$ cat src/rtl/ir_nec_tx.sv
// ir_nec_tx
// NEC-protocol infrared transmitter. A command word accepted over valid/ready
// is sent as leader (16 mark + 8 space units), DATA_BITS pulse-distance bits
// LSB first (1 mark + 1 or 3 space units), and a 1-unit stop mark. The frame
// is padded with space to SLOT_UNITS units. While hold is high at a slot end,
// an NEC repeat code (16 mark, 4 space, 1 mark, pad) fills the next slot.
//
// Ports:
//   clk          system clock
//   rst          asynchronous active-low reset
//   cmd          command word, latched on accept
//   valid        command request
//   hold         repeat request, sampled only at slot end
//   ready        high only while idle
//   ir_output    envelope gated by carrier (or the envelope when CARRIER_EN=0)
//   ir_envelope  unmodulated mark/space envelope
//   frame_done   one-cycle pulse at the end of every slot
//   fsm_state    current FSM state, for observation
//
// Handshake: a command is accepted on a clk edge where valid & ready are both
// high. ready is high only in IDLE, so valid outside IDLE is ignored and cmd
// is not looked at again until the next accept.
module ir_nec_tx #(
  parameter int DATA_BITS    = 32,
  parameter int TICK_CYC     = 14063,
  parameter int CARRIER_HALF = 329,
  parameter int CARRIER_EN   = 1,
  parameter int SLOT_UNITS   = 192
) (
  input  logic                 clk,
  input  logic                 rst,
  input  logic [DATA_BITS-1:0] cmd,
  input  logic                 valid,
  input  logic                 hold,
  output logic                 ready,
  output logic                 ir_output,
  output logic                 ir_envelope,
  output logic                 frame_done,
  output logic [3:0]           fsm_state
);

  typedef enum logic [3:0] {
    IDLE, LEAD_MARK, LEAD_SPACE, BIT_MARK, BIT_SPACE,
    STOP_MARK, GAP, REP_MARK, REP_SPACE, REP_STOP
  } state_t;

  localparam int CYC_W  = (TICK_CYC > 1) ? $clog2(TICK_CYC) : 1;
  localparam int SLOT_W = $clog2(SLOT_UNITS + 1);
  localparam int BIT_W  = (DATA_BITS > 1) ? $clog2(DATA_BITS) : 1;
  localparam int CAR_W  = (CARRIER_HALF > 1) ? $clog2(CARRIER_HALF) : 1;

  localparam logic [CYC_W-1:0]  CYC_LAST  = CYC_W'(TICK_CYC - 1);
  localparam logic [SLOT_W-1:0] SLOT_LAST = SLOT_W'(SLOT_UNITS - 1);
  localparam logic [SLOT_W-1:0] SLOT_MAX  = SLOT_W'(SLOT_UNITS);
  localparam logic [BIT_W-1:0]  BIT_LAST  = BIT_W'(DATA_BITS - 1);
  localparam logic [CAR_W-1:0]  CAR_LAST  = CAR_W'(CARRIER_HALF - 1);

  state_t               state, state_n;
  logic [CYC_W-1:0]     cyc_cnt;
  logic [4:0]           unit_cnt;
  logic [SLOT_W-1:0]    slot_cnt;
  logic [BIT_W-1:0]     bit_cnt;
  logic [DATA_BITS-1:0] shreg;
  logic [CAR_W-1:0]     car_cnt, car_n;
  logic                 phase, phase_n;

  logic       unit_tick, last_unit, slot_last;
  logic       accept, slot_end, shift, mark_n;
  logic [4:0] state_units;

  assign fsm_state = state;

  function automatic logic is_mark(input state_t s);
    return (s == LEAD_MARK) || (s == BIT_MARK) || (s == STOP_MARK) ||
           (s == REP_MARK)  || (s == REP_STOP);
  endfunction

  always_comb begin
    unit_tick = (state != IDLE) && (cyc_cnt == CYC_LAST);

    case (state)
      LEAD_MARK:  state_units = 5'd16;
      LEAD_SPACE: state_units = 5'd8;
      BIT_SPACE:  state_units = shreg[0] ? 5'd3 : 5'd1;
      REP_MARK:   state_units = 5'd16;
      REP_SPACE:  state_units = 5'd4;
      default:    state_units = 5'd1;
    endcase

    last_unit = unit_tick && (unit_cnt == state_units - 5'd1);
    slot_last = unit_tick && (slot_cnt == SLOT_LAST);

    state_n  = state;
    accept   = 1'b0;
    slot_end = 1'b0;
    shift    = 1'b0;

    case (state)
      IDLE:       if (valid && ready) begin
                    accept  = 1'b1;
                    state_n = LEAD_MARK;
                  end
      LEAD_MARK:  if (last_unit) state_n = LEAD_SPACE;
      LEAD_SPACE: if (last_unit) state_n = BIT_MARK;
      BIT_MARK:   if (last_unit) state_n = BIT_SPACE;
      BIT_SPACE:  if (last_unit) begin
                    shift   = 1'b1;
                    state_n = (bit_cnt == BIT_LAST) ? STOP_MARK : BIT_MARK;
                  end
      REP_MARK:   if (last_unit) state_n = REP_SPACE;
      REP_SPACE:  if (last_unit) state_n = REP_STOP;
      // A frame that exactly fills the slot ends straight from its stop mark.
      STOP_MARK,
      REP_STOP:   if (last_unit) begin
                    if (slot_last) slot_end = 1'b1;
                    else           state_n  = GAP;
                  end
      GAP:        if (slot_last) slot_end = 1'b1;
      default:    state_n = IDLE;
    endcase

    if (slot_end) state_n = hold ? REP_MARK : IDLE;

    mark_n = is_mark(state_n);

    // Carrier restarts high on every entry into a mark state.
    if (mark_n && (state_n != state)) begin
      phase_n = 1'b1;
      car_n   = '0;
    end else if (car_cnt == CAR_LAST) begin
      phase_n = ~phase;
      car_n   = '0;
    end else begin
      phase_n = phase;
      car_n   = car_cnt + 1'b1;
    end
  end

  always_ff @(posedge clk or negedge rst) begin
    if (!rst) begin
      state       <= IDLE;
      ready       <= 1'b1;
      ir_output   <= 1'b0;
      ir_envelope <= 1'b0;
      frame_done  <= 1'b0;
      cyc_cnt     <= '0;
      unit_cnt    <= '0;
      slot_cnt    <= '0;
      bit_cnt     <= '0;
      shreg       <= '0;
      car_cnt     <= '0;
      phase       <= 1'b0;
    end else begin
      state       <= state_n;
      ready       <= (state_n == IDLE);
      ir_envelope <= mark_n;
      ir_output   <= (CARRIER_EN != 0) ? (mark_n & phase_n) : mark_n;
      frame_done  <= slot_end;
      phase       <= phase_n;
      car_cnt     <= car_n;

      if (accept) begin
        shreg    <= cmd;
        cyc_cnt  <= '0;
        unit_cnt <= '0;
        slot_cnt <= '0;
        bit_cnt  <= '0;
      end else begin
        if (state != IDLE) cyc_cnt <= unit_tick ? '0 : cyc_cnt + 1'b1;

        if (state_n != state) unit_cnt <= '0;
        else if (unit_tick)   unit_cnt <= unit_cnt + 5'd1;

        // Slot counter saturates so an over-long GAP cannot wrap it.
        if (slot_end)                              slot_cnt <= '0;
        else if (unit_tick && slot_cnt != SLOT_MAX) slot_cnt <= slot_cnt + 1'b1;

        if (shift) begin
          shreg   <= shreg >> 1;
          bit_cnt <= bit_cnt + 1'b1;
        end
      end
    end
  end

endmodule

$ cat config.mk
export PLATFORM = sky130hd
export DESIGN_NAME = ir_nec_tx
export DESIGN_NICKNAME = d
export VERILOG_FILES = /design/src/rtl/ir_nec_tx.sv
export SDC_FILE = /design/constraint.sdc
export NUM_CORES = 1
export LEC_CHECK = 0
export CORE_MARGIN = 2
export CORE_UTILIZATION = 25
export DETAILED_ROUTE_END_ITERATION = 7
export SYNTH_ARGS = -nofsm -noshare
export SYNTH_HDL_FRONTEND = slang
export SYNTH_SLANG_ARGS = --single-unit
export TNS_END_PERCENT = 30
$ cat constraint.sdc
create_clock -name clk -period 3.34 [get_ports clk]
set_clock_uncertainty 0.05 [all_clocks]
set_input_delay 0.334 -clock clk [delete_from_list [all_inputs] [get_ports clk]]
set_output_delay 0.334 -clock clk [all_outputs]
set_load 0.01 [all_outputs]
# Yosys cells after proc, flatten, opt, wreduce, memory -nomap -nowiden

Cells that the tools add are included.

Add/subtract/negate cells: 6
Equal/unequal tests: 21
Mux-type cells: 39
Bitwise operators: 2
Reduce and logical (&&, ||, !) cells: 19

Operators by type and width:

| cell                                                            | count |
|---|---|
| 32-bit 2-to-1 mux                                               | 2 |
| 14-bit 2-to-1 mux                                               | 3 |
| 4-bit 2-to-1 mux                                                | 10 |
| 4-bit one-hot mux with 9 select lines                           | 1 |
| 5-bit 2-to-1 mux                                                | 5 |
| 4-bit by 3-bit == test with 1-bit output, second input constant | 6 |
| 8-bit 2-to-1 mux                                                | 3 |
| 5-bit one-hot mux with 4 select lines                           | 1 |
| 9-bit 2-to-1 mux                                                | 2 |
| 14-bit by 1-bit adder with 14-bit output, second input constant | 1 |
| 14-bit == test, second input constant                           | 1 |
| 4-bit by 2-bit == test with 1-bit output, second input constant | 3 |
| 4-bit == test, second input constant                            | 3 |
| 5-bit by 1-bit adder with 5-bit output, second input constant   | 2 |
| 9-bit by 1-bit adder with 9-bit output, second input constant   | 1 |
| 9-bit == test, second input constant                            | 1 |
| 8-bit by 1-bit adder with 8-bit output, second input constant   | 1 |
| 4-bit by 1-bit == test with 1-bit output, second input constant | 2 |
| 8-bit == test, second input constant                            | 1 |
| 4-bit zero test                                                 | 2 |
| 1-bit 2-to-1 mux                                                | 8 |
| 8-bit inequality test, second input constant                    | 1 |
| 1-bit logical AND                                               | 6 |
| 3-bit 2-to-1 mux                                                | 2 |
| other kinds (13)                                                | 19 |

Flip-flop bits (word level): 82
Input bits: 36
Output and inout port bits: 8
Word-level logic and storage cells: 99

# Logic depth before layout (Yosys ltp)

Word-level depth: 17
Gate-level depth with buffers: 17
Gate-level depth less buffers: 12

# Least setup slack after synthesis

OpenSTA, ideal clock, no wires.

Path kind: reg-to-reg
Start: register state[0] (netlist: fsm_state[0])
End: register phase
Library setup time: 124 ps
Arrival time: 3561 ps
Required time: 3166 ps
Setup slack: -395 ps
Stages on the path, launching flop included: 18
Path buffers: 5
Clock period less this slack: 3735 ps
Cells stage by stage: dfrtp_1 -> buf_6 -> clkbuf_1 -> inv_1 -> clkbuf_1 -> o22ai_1 -> a21o_1 -> ha_1 -> nand2_1 -> o32ai_1 -> or4_1 -> buf_2 -> and4_4 -> o211ai_1 -> o31ai_2 -> o211a_1 -> buf_6 -> or2_1

Cells in the longest elaborated chain, start to end: 16
Elaborated cells on any way between the ends: 45
Classes of those cells: 1 x add/sub; 16 x eq/ne; 16 x mux; 12 x reduce/logical

Ends and longest elaborated chain:

| element                                                                                              | RTL line | RTL |
|---|---|---|
| start: declaration                                                                                   | 58       | `state_t state, state_n;` |
| start signal: assignment                                                                             | 154      | `state <= state_n;` |
| 4-bit by 3-bit == test with 1-bit output or 4-bit by 1-bit == test with 1-bit output (tied branches) | 81, 98   |  |
| 2-bit OR reduction (no line)                                                                         | -        |  |
| 5-bit one-hot mux with 4 select lines                                                                | 81       | `case (state)` |
| 5-bit by 1-bit subtractor with 5-bit output                                                          | 90       | `last_unit = unit_tick && (unit_cnt == state_units - 5'd1);` |
| 5-bit == test                                                                                        | 90       |  |
| 1-bit logical AND                                                                                    | 90       |  |
| 4-bit 2-to-1 mux, or another cell as far along                                                       | 114      | `REP_STOP: if (last_unit) begin` |
| 4-bit one-hot mux with 9 select lines or 1-bit one-hot mux with 2 select lines (tied branches)       | 98       | `case (state)` |
| 4-bit 2-to-1 mux (*)                                                                                 | 122      | `if (slot_end) state_n = hold ? REP_MARK : IDLE;` |
| named net state_n[0]                                                                                 | 58       |  |
| 4-bit by 1-bit == test with 1-bit output or 4-bit by 2-bit == test with 1-bit output (tied branches) | 74       | `return (s == LEAD_MARK) \|\| (s == BIT_MARK) \|\| (s == STOP_MARK) \|\|` |
| 1-bit logical OR (3 in series)                                                                       | 74       |  |
| 1-bit logical OR                                                                                     | 75       | `(s == REP_MARK) \|\| (s == REP_STOP);` |
| 1-bit logical AND (*)                                                                                | 127      | `if (mark_n && (state_n != state)) begin` |
| 1-bit 2-to-1 mux (*)                                                                                 | 127      |  |
| named net phase_n                                                                                    | 65       | `logic phase, phase_n;` |
| end signal: assignment                                                                               | 159      | `phase <= phase_n;` |
| end: declaration                                                                                     | 65       |  |

Mark *: on every way through the listed nets, which the timed path passes. The rest lies on a longest branch.
A chain may end at the register's enable or synchronous reset.

# Worst setup path in the final report

Start: register state[2] (netlist: fsm_state[2])
End: register phase

Cells in the longest elaborated chain, start to end: 16
Elaborated cells on any way between the ends: 45
Classes of those cells: 1 x add/sub; 16 x eq/ne; 16 x mux; 12 x reduce/logical

Ends and longest elaborated chain:

| element                                                                                              | RTL line |
|---|---|
| 4-bit by 3-bit == test with 1-bit output or 4-bit by 1-bit == test with 1-bit output (tied branches) | 81, 98 |
| 2-bit OR reduction (no line)                                                                         | - |
| 5-bit one-hot mux with 4 select lines                                                                | 81 |
| 5-bit by 1-bit subtractor with 5-bit output                                                          | 90 |
| 5-bit == test                                                                                        | 90 |
| 1-bit logical AND                                                                                    | 90 |
| 4-bit 2-to-1 mux, or another cell as far along                                                       | 114 |
| 4-bit one-hot mux with 9 select lines or 1-bit one-hot mux with 2 select lines (tied branches)       | 98 |
| 4-bit 2-to-1 mux                                                                                     | 122 |
| 4-bit by 1-bit == test with 1-bit output or 4-bit by 2-bit == test with 1-bit output (tied branches) | 74 |
| 1-bit logical OR (3 in series)                                                                       | 74 |
| 1-bit logical OR                                                                                     | 75 |
| 1-bit logical AND (*)                                                                                | 127 |
| 1-bit 2-to-1 mux (*)                                                                                 | 127 |
| named net phase_n                                                                                    | 65 |

Marks and branches as above.

==> results.py <==
metrics = {
    "clock_network": {
        "clock_latency_ns": 0.35,
        "cts_made_buffers": 9,
        "htreeDepth": 3,
        "clockBufferDepth": 2,
        "path_clk_slew_ns": 0.06,
        "ctsHoldBuffers": 0,
        "clock_sinks": 82,
        "cts_root_buffer": "clkbuf_16",
        "cts_tree": "built",
    },
    "place": {
        "dp_hpwl_mm": 7.912,
        "place_congestion": 0.8815,
        "io_buffers": 43,
        "pre_cts_ws_ns": -0.09294,
    },
    "worst_setup_path": {
        "cp_max_fo": 7,
        "cp_num_cells": 12,
        "reg2reg_depth": 12,
        "cpPeakStageDelay_ns": 0.45,
        "crit_path_start_kind": "register",
        "critical_path_required_ns": 3.52,
        "cp-end-kind": "register",
        "crit_buf_inv": 2,
        "cp_slowest_cell": "o31ai_4",
        "crit_type": "register to register",
        "path_cells": "buf_6, nor4b_4, a21o_1, ha_4, a21oi_1, o31ai_4, and4_4, o21ai_2, or3_4, o211a_4, buf_4, or2_1",
        "crit_family": "simple AND/OR/NAND/NOR gates",
        "crit_arrival_ns": 3.45,
    },
    "power_and_ir_drop": {
        "combPwrFrac": 0.042,
        "p_int_w": 0.001613,
        "clock_power_share": 0.477,
        "p_switching_w": 0.0004695,
        "swShare": 0.2254,
        "pwr-share-seq": 0.481,
        "p_leak_nw": 2.552,
        "power_density_nw_per_um2": 347.1,
        "vdd_drop_max_mv": 0.2270,
    },
    "layout": {
        "nFillCells": 1887,
        "drive_gt1_frac": 0.1684,
        "area_growth_pct": 30.04,
        "nets": 629,
        "antenna_cells": 0,
        "final_util": 0.3330,
    },
    "timing": {
        "finalCritPeriodShare": 0.9793,
        "tightest_slew_ns": 0.8887,
        "min_period_ns": 3.271,
        "finalSetupViolCount": 0,
        "fin_ws_ns": 0.06916,
        "final-max-slew-violation-count": 0,
        "hold_violations": 0,
        "rsz0062_at_grt": "yes",
        "max_freq_mhz": 305.7,
        "relSlewSlack": 0.4076,
    },
    "floorplan": {
        "start_util": 0.2561,
        "std_cell_rows": 49,
        "dieHeight_um": 139.9,
        "core_um2": 18020,
        "io_pins": 44,
        "die_w_um": 139.9,
        "dieArea_um2": 19570,
    },
    "yosys": {
        "synth_nets": 557,
        "synthDistinctLibCells": 68,
        "ys_top_cells_by_area": "dfrtp_1 44%, nand2_1 8.1%, a22oi_1 4.9%, xor2_1 3.6%, nor2_1 3.4%",
        "synth_seq_cells": 82,
        "synth_top_area_frac": 0.4391,
        "synth-edff-count": 0,
        "synth_common_cells": "99 x nand2_1, 81 x dfrtp_1, 42 x nor2_1",
        "synthArstFlopShare": 1.000,
        "synth_flop_cell": "dfrtp_1",
        "syn-instance-count": 511,
        "synth-seq-area-share": 0.4448,
        "synth.most_common_cell": "nand2_1",
        "avgSynthCellArea_um2": 9.033,
        "yosysTopAreaCell": "dfrtp_1",
        "yosys_warnings": 0,
        "syn_area_um2": 4616,
    },
    "global_route": {
        "grt_max_degree": 69,
        "first_global_vias": 3815,
        "grt_pass1_wl_mm": 19.20,
        "antenna_found_initial": 0,
        "grt.overflow.total": 0,
        "grt_usage": 0.1206,
    },
    "route": {
        "drcViolationCount": 0,
        "first_pass_iters": 5,
        "drt_iter0_drc": 343,
        "drt-total-wl_mm": 11.69,
        "drtAntennaViolNets": 0,
        "num_vias": 3980,
        "viasPerCell": 4.871,
        "wl_per_cell_um": 14.31,
    },
    "run": {
        "cap_violations": 0,
    },
    "run_status": {
        "outcome": "finished, final reports clean",
    },
    "min_path": {
        "worstHoldPathType": "input port to async pin",
    },
}
==> routing by layer <==
metal | vias to the layer above | GRT usage | part of all wire
met5 | - | 0 | 0
met4 | 0 | 0.05421 | 0.018
met3 | 13 | 0.02202 | 0.044
met2 | 99 | 0.1756 | 0.45
met1 | 1910 | 0.1736 | 0.49
li1 | 1958 | - | -
==> layout by cell type (no fill, tap or decap), drive strengths merged, types with 3 or more instances in the layout <==
cell type	Yosys	final
xor2	20	20
inv	13	15
or3	5	5
o22ai	3	3
or4	4	4
clkdlybuf4s50	0	42
o21ai	23	23
nor3	18	18
or3b	4	4
a2111oi	3	3
nand2	99	99
a21oi	11	11
and4	4	4
nor2	42	42
nor4b	4	4
nand2b	6	6
dfrtp	81	81
and3	4	4
nand3	17	17
ha	10	10
xnor2	16	16
buf	11	45
nand4	11	11
nor2b	3	3
and4b	4	4
o31ai	4	4
nor4	5	5
clkbuf	16	13
a22oi	30	30
a31oi	7	7
==> timing repair <==
| item | in CTS | in global routing |
|---|---|---|
| endpoints found under the hold margin | 0 | 0 |
| pin swaps | 0 | 11 |
| setup buffers | 0 | 9 |
| setup endpoints to repair | 15 | 52 |
| resized for setup | 5 | 20 |
| gates cloned | 0 | 0 |
==> metrics by stage <==
stage / power, W / hold WS (ns) / instance area, um2 / instances / TNS (ns)
after floorplan: 0.001035 / -0.01159 / 4711 / 511 / -0.01790
after global placement: 0.001107 / 0.4001 / 5522 / 792 / -0.06517
after detailed placement: 0.001107 / 0.4072 / 5522 / 792 / -0.5612
after CTS: 0.002107 / 0.1163 / 5844 / 808 / -0.02263
after global routing: 0.002158 / 0.1540 / 6002 / 817 / -0.2505
final: 0.002083 / 0.05097 / 6002 / 817 / 0
==> power by group through the flow <==
stage	clock network (W)	registers, W	logic [W]
floorplan	0	0.00102	0.0000170
global placement	0	0.00102	0.0000872
detailed placement	0	0.00102	0.0000864
CTS	0.00102	0.00100	0.0000874
global route	0.00106	0.00100	0.0000965
finish	0.000993	0.00100	0.0000874
==> final cells by class <==
| cell class | instances | area (um2) | area share |
|---|---|---|---|
| inverters | 13 | 56.30 | 0.009381 |
| flip-flops and latches | 82 | 2057 | 0.3427 |
| clock buffers | 12 | 266.5 | 0.04440 |
| well taps | 229 | 286.5 | 0.04774 |
| repair buffers | 88 | 794.5 | 0.1324 |
| clock inverters | 4 | 31.28 | 0.005212 |
| multi-input cells | 389 | 2510 | 0.4182 |
==> logic make-up (layout without fill, tap and decap cells) <==
group                      after synthesis  after routing  synth area share
buffers and inverters                   40            117           0.03985
xor gates and xnor gates                36             36           0.06994
DFF                                     82             82            0.4448
AOI/OAI and AO/OA                      100            100            0.1496
muxes                                    3              3          0.006777
and+or+nand+nor                        239            239            0.2597
adders and majority gates               11             11           0.02928
==> state kept, by name (all words and copies together), names as in the netlist, 4 cells and up <==
name       cells
unit_cnt       5
car_cnt        9
fsm_state      4
bit_cnt        5
cyc_cnt       14
shreg         32
slot_cnt       8
==> path summary, 6_finish.rpt <==
check	start	end	slack [ns]
hold / removal	rst	unit_cnt[3]	0.05
max in group asynchronous	rst	shreg[12]	2.51
setup reg to reg	fsm_state[2]	phase	0.07
min in group clk	shreg[8]	shreg[8]	0.42
hold reg to reg	shreg[8]	shreg[8]	0.42
setup / recovery	fsm_state[2]	phase	0.07
No activity file was read; power rests on OpenSTA's default activity.
==> edit (config.mk and constraints unchanged) <==
Set the parameter `TICK_CYC` to 7031 (it was 14063).
--- a/src/rtl/ir_nec_tx.sv
+++ b/src/rtl/ir_nec_tx.sv
@@ -22,7 +22,7 @@
 // is not looked at again until the next accept.
 module ir_nec_tx #(
   parameter int DATA_BITS    = 32,
-  parameter int TICK_CYC     = 14063,
+  parameter int TICK_CYC     = 7031,
   parameter int CARRIER_HALF = 329,
   parameter int CARRIER_EN   = 1,
   parameter int SLOT_UNITS   = 192
Check against the original RTL: no difference found for any inputs over 10 cycles, from zero or initial values and one cycle with rst low; that may be too few to reach the edited logic, so the function may still have changed.
==> edit against the unedited design <==
- the run now ends with negative setup slack left
- power grew 3.1%
- synthesized area is 3.6% higher
- routed wire length rose by 3.4%
- critical path depth up 5
- synthesized cell count grew 2.5%
- die area grew 3.5%
- sequential cell count down 1
- worst setup slack got worse by 110 ps
- cell area up 7.4%
- combinational power shrank 29%
- critical path type unchanged
- critical endpoint is now unit_cnt[0]$_DFFE_PN0P_
- highest routed layer unchanged
==> edit: results <==
set metrics [dict create \
    outcome "finished with violations" \
    violations "negative setup slack" \
    final_cells 850 \
    gp_congestion 0.854 \
    ff2ff_path_depth 17 \
    drive_gt1_frac 0.222 \
    grt_pass1_vias 4010 \
    synth_area_per_cell_um2 9.12 \
    grt.total_usage 0.123 \
    gr-usage-met1 0.166 \
    wl_per_cell_um 14.2 \
    peakVddDrop_v 0.000242 \
    yosys.area_share.xor_xnor 0.0623 \
    path_max_fanout 6 \
    ys_seq_area_frac 0.424 \
    grt_use_met3 0.0397 \
    nNetsFinal 657 \
    synth_area_leaders "dfrtp_1 42%, nand2_1 7.9%, a22oi_1 5.0%" \
    wl_met2_um 5710 \
    synthMuxAreaShare 0.00837 \
    timing.hold.ws_ps 99.0 \
    yosys-top-cells-count "100 x nand2_1, 80 x dfrtp_1, 47 x nor2_1, 32 x a22oi_1, 30 x o21ai_0" \
    yosysUniqueCellTypes 72 \
    pre_cts_slack_ps -93.5 \
    dpl.hpwl_um 8360 \
    drtPass1Iterations 5 \
    synthArstFlopShare 1.00 \
    grt_pass1_wl_um 20000 \
    synth_compound_area_frac 0.183 \
    met1_length_um 5840 \
    grt_max_degree 82 \
    dpl-instance-area_um2 5760 \
    setup_tns_ps -119 \
    dr_total_vias 4116 \
    cp-endpoint "unit_cnt[0]$_DFFE_PN0P_" \
    n_fill_cell 1850 \
    dp.cells 818 \
    top_regs "shreg x32, cyc_cnt x13, car_cnt x9" \
    synth_adder_area_share 0.0262 \
    drt-initial-drc-count 308 \
    synth_nets 570 \
    worst_pin_slew_ps 1060 \
    finalSetupViolations 4 \
    arrival_ps 3600 \
    synth_top_area_frac 0.419 \
    reg2reg_from "fsm_state[2]$_DFF_PN0_" \
    met2_usage 0.193 \
    p_leak_nw 2.74 \
    setup_ws_ps -45.3 \
    dr_wl_met3_um 512 \
]
[edit: changes by cell type after synthesis, sizes merged, moves of 4 or more]
cell,delta
clkbuf,-4
nor2,+6
buf,+6
a21oi,-4
xor2,-4
o21ai,+11
[edit: worst max-delay path, cell delays in order (launching register included)]
cell	delay [ps]
dfrtp_1	380
buf_6	150
nand2b_4	140
nor2_4	30
a21oi_2	130
o22ai_2	110
ha_4	210
buf_6	110
a41o_1	190
or4_4	440
buf_6	130
and2_4	170
a41o_4	290
a31oi_4	200
o311ai_4	120
buf_6	160
buf_6	120
nor3_2	170
[edit: what timing repair did]
action / 4_1_cts / 5_1_grt
gates resized for setup: 39 / 19
pin swaps: 15 / 6
endpoints found under the setup margin: 17 / 45
setup buffers: 13 / 4
hold endpoints to repair: 0 / 0
cloned: 1 / 0
[edit: cell type report]
cell class,count,area (µm²),area share
tap,234,293,0.0454
multi-input combinational,403,2780,0.432
clock inverter,4,73.8,0.0115
clock buffer,12,267,0.0414
timing repair buffer,105,956,0.148
inverter,11,43.8,0.00679
sequential,81,2030,0.315
[edit: report_power, final]
part | leakage, nW | switching (mW) | internal (mW) | total (mW)
sequential | 1.00 | 0 | 0.981 | 0.981
combinational | 1.57 | 0.0260 | 0.0356 | 0.0617
clock | 0.169 | 0.389 | 0.716 | 1.10
[edit: cell families (layout without fill, tap and decap cells)]
logic type	count (synthesis)	count (layout)
AOI/OAI and AO/OA	114	114
xor gates and xnor gates	34	34
adders and majority gates	10	10
buffers and inverters	40	132
DFF	81	81
muxes	4	4
and+or+nand+nor	241	241
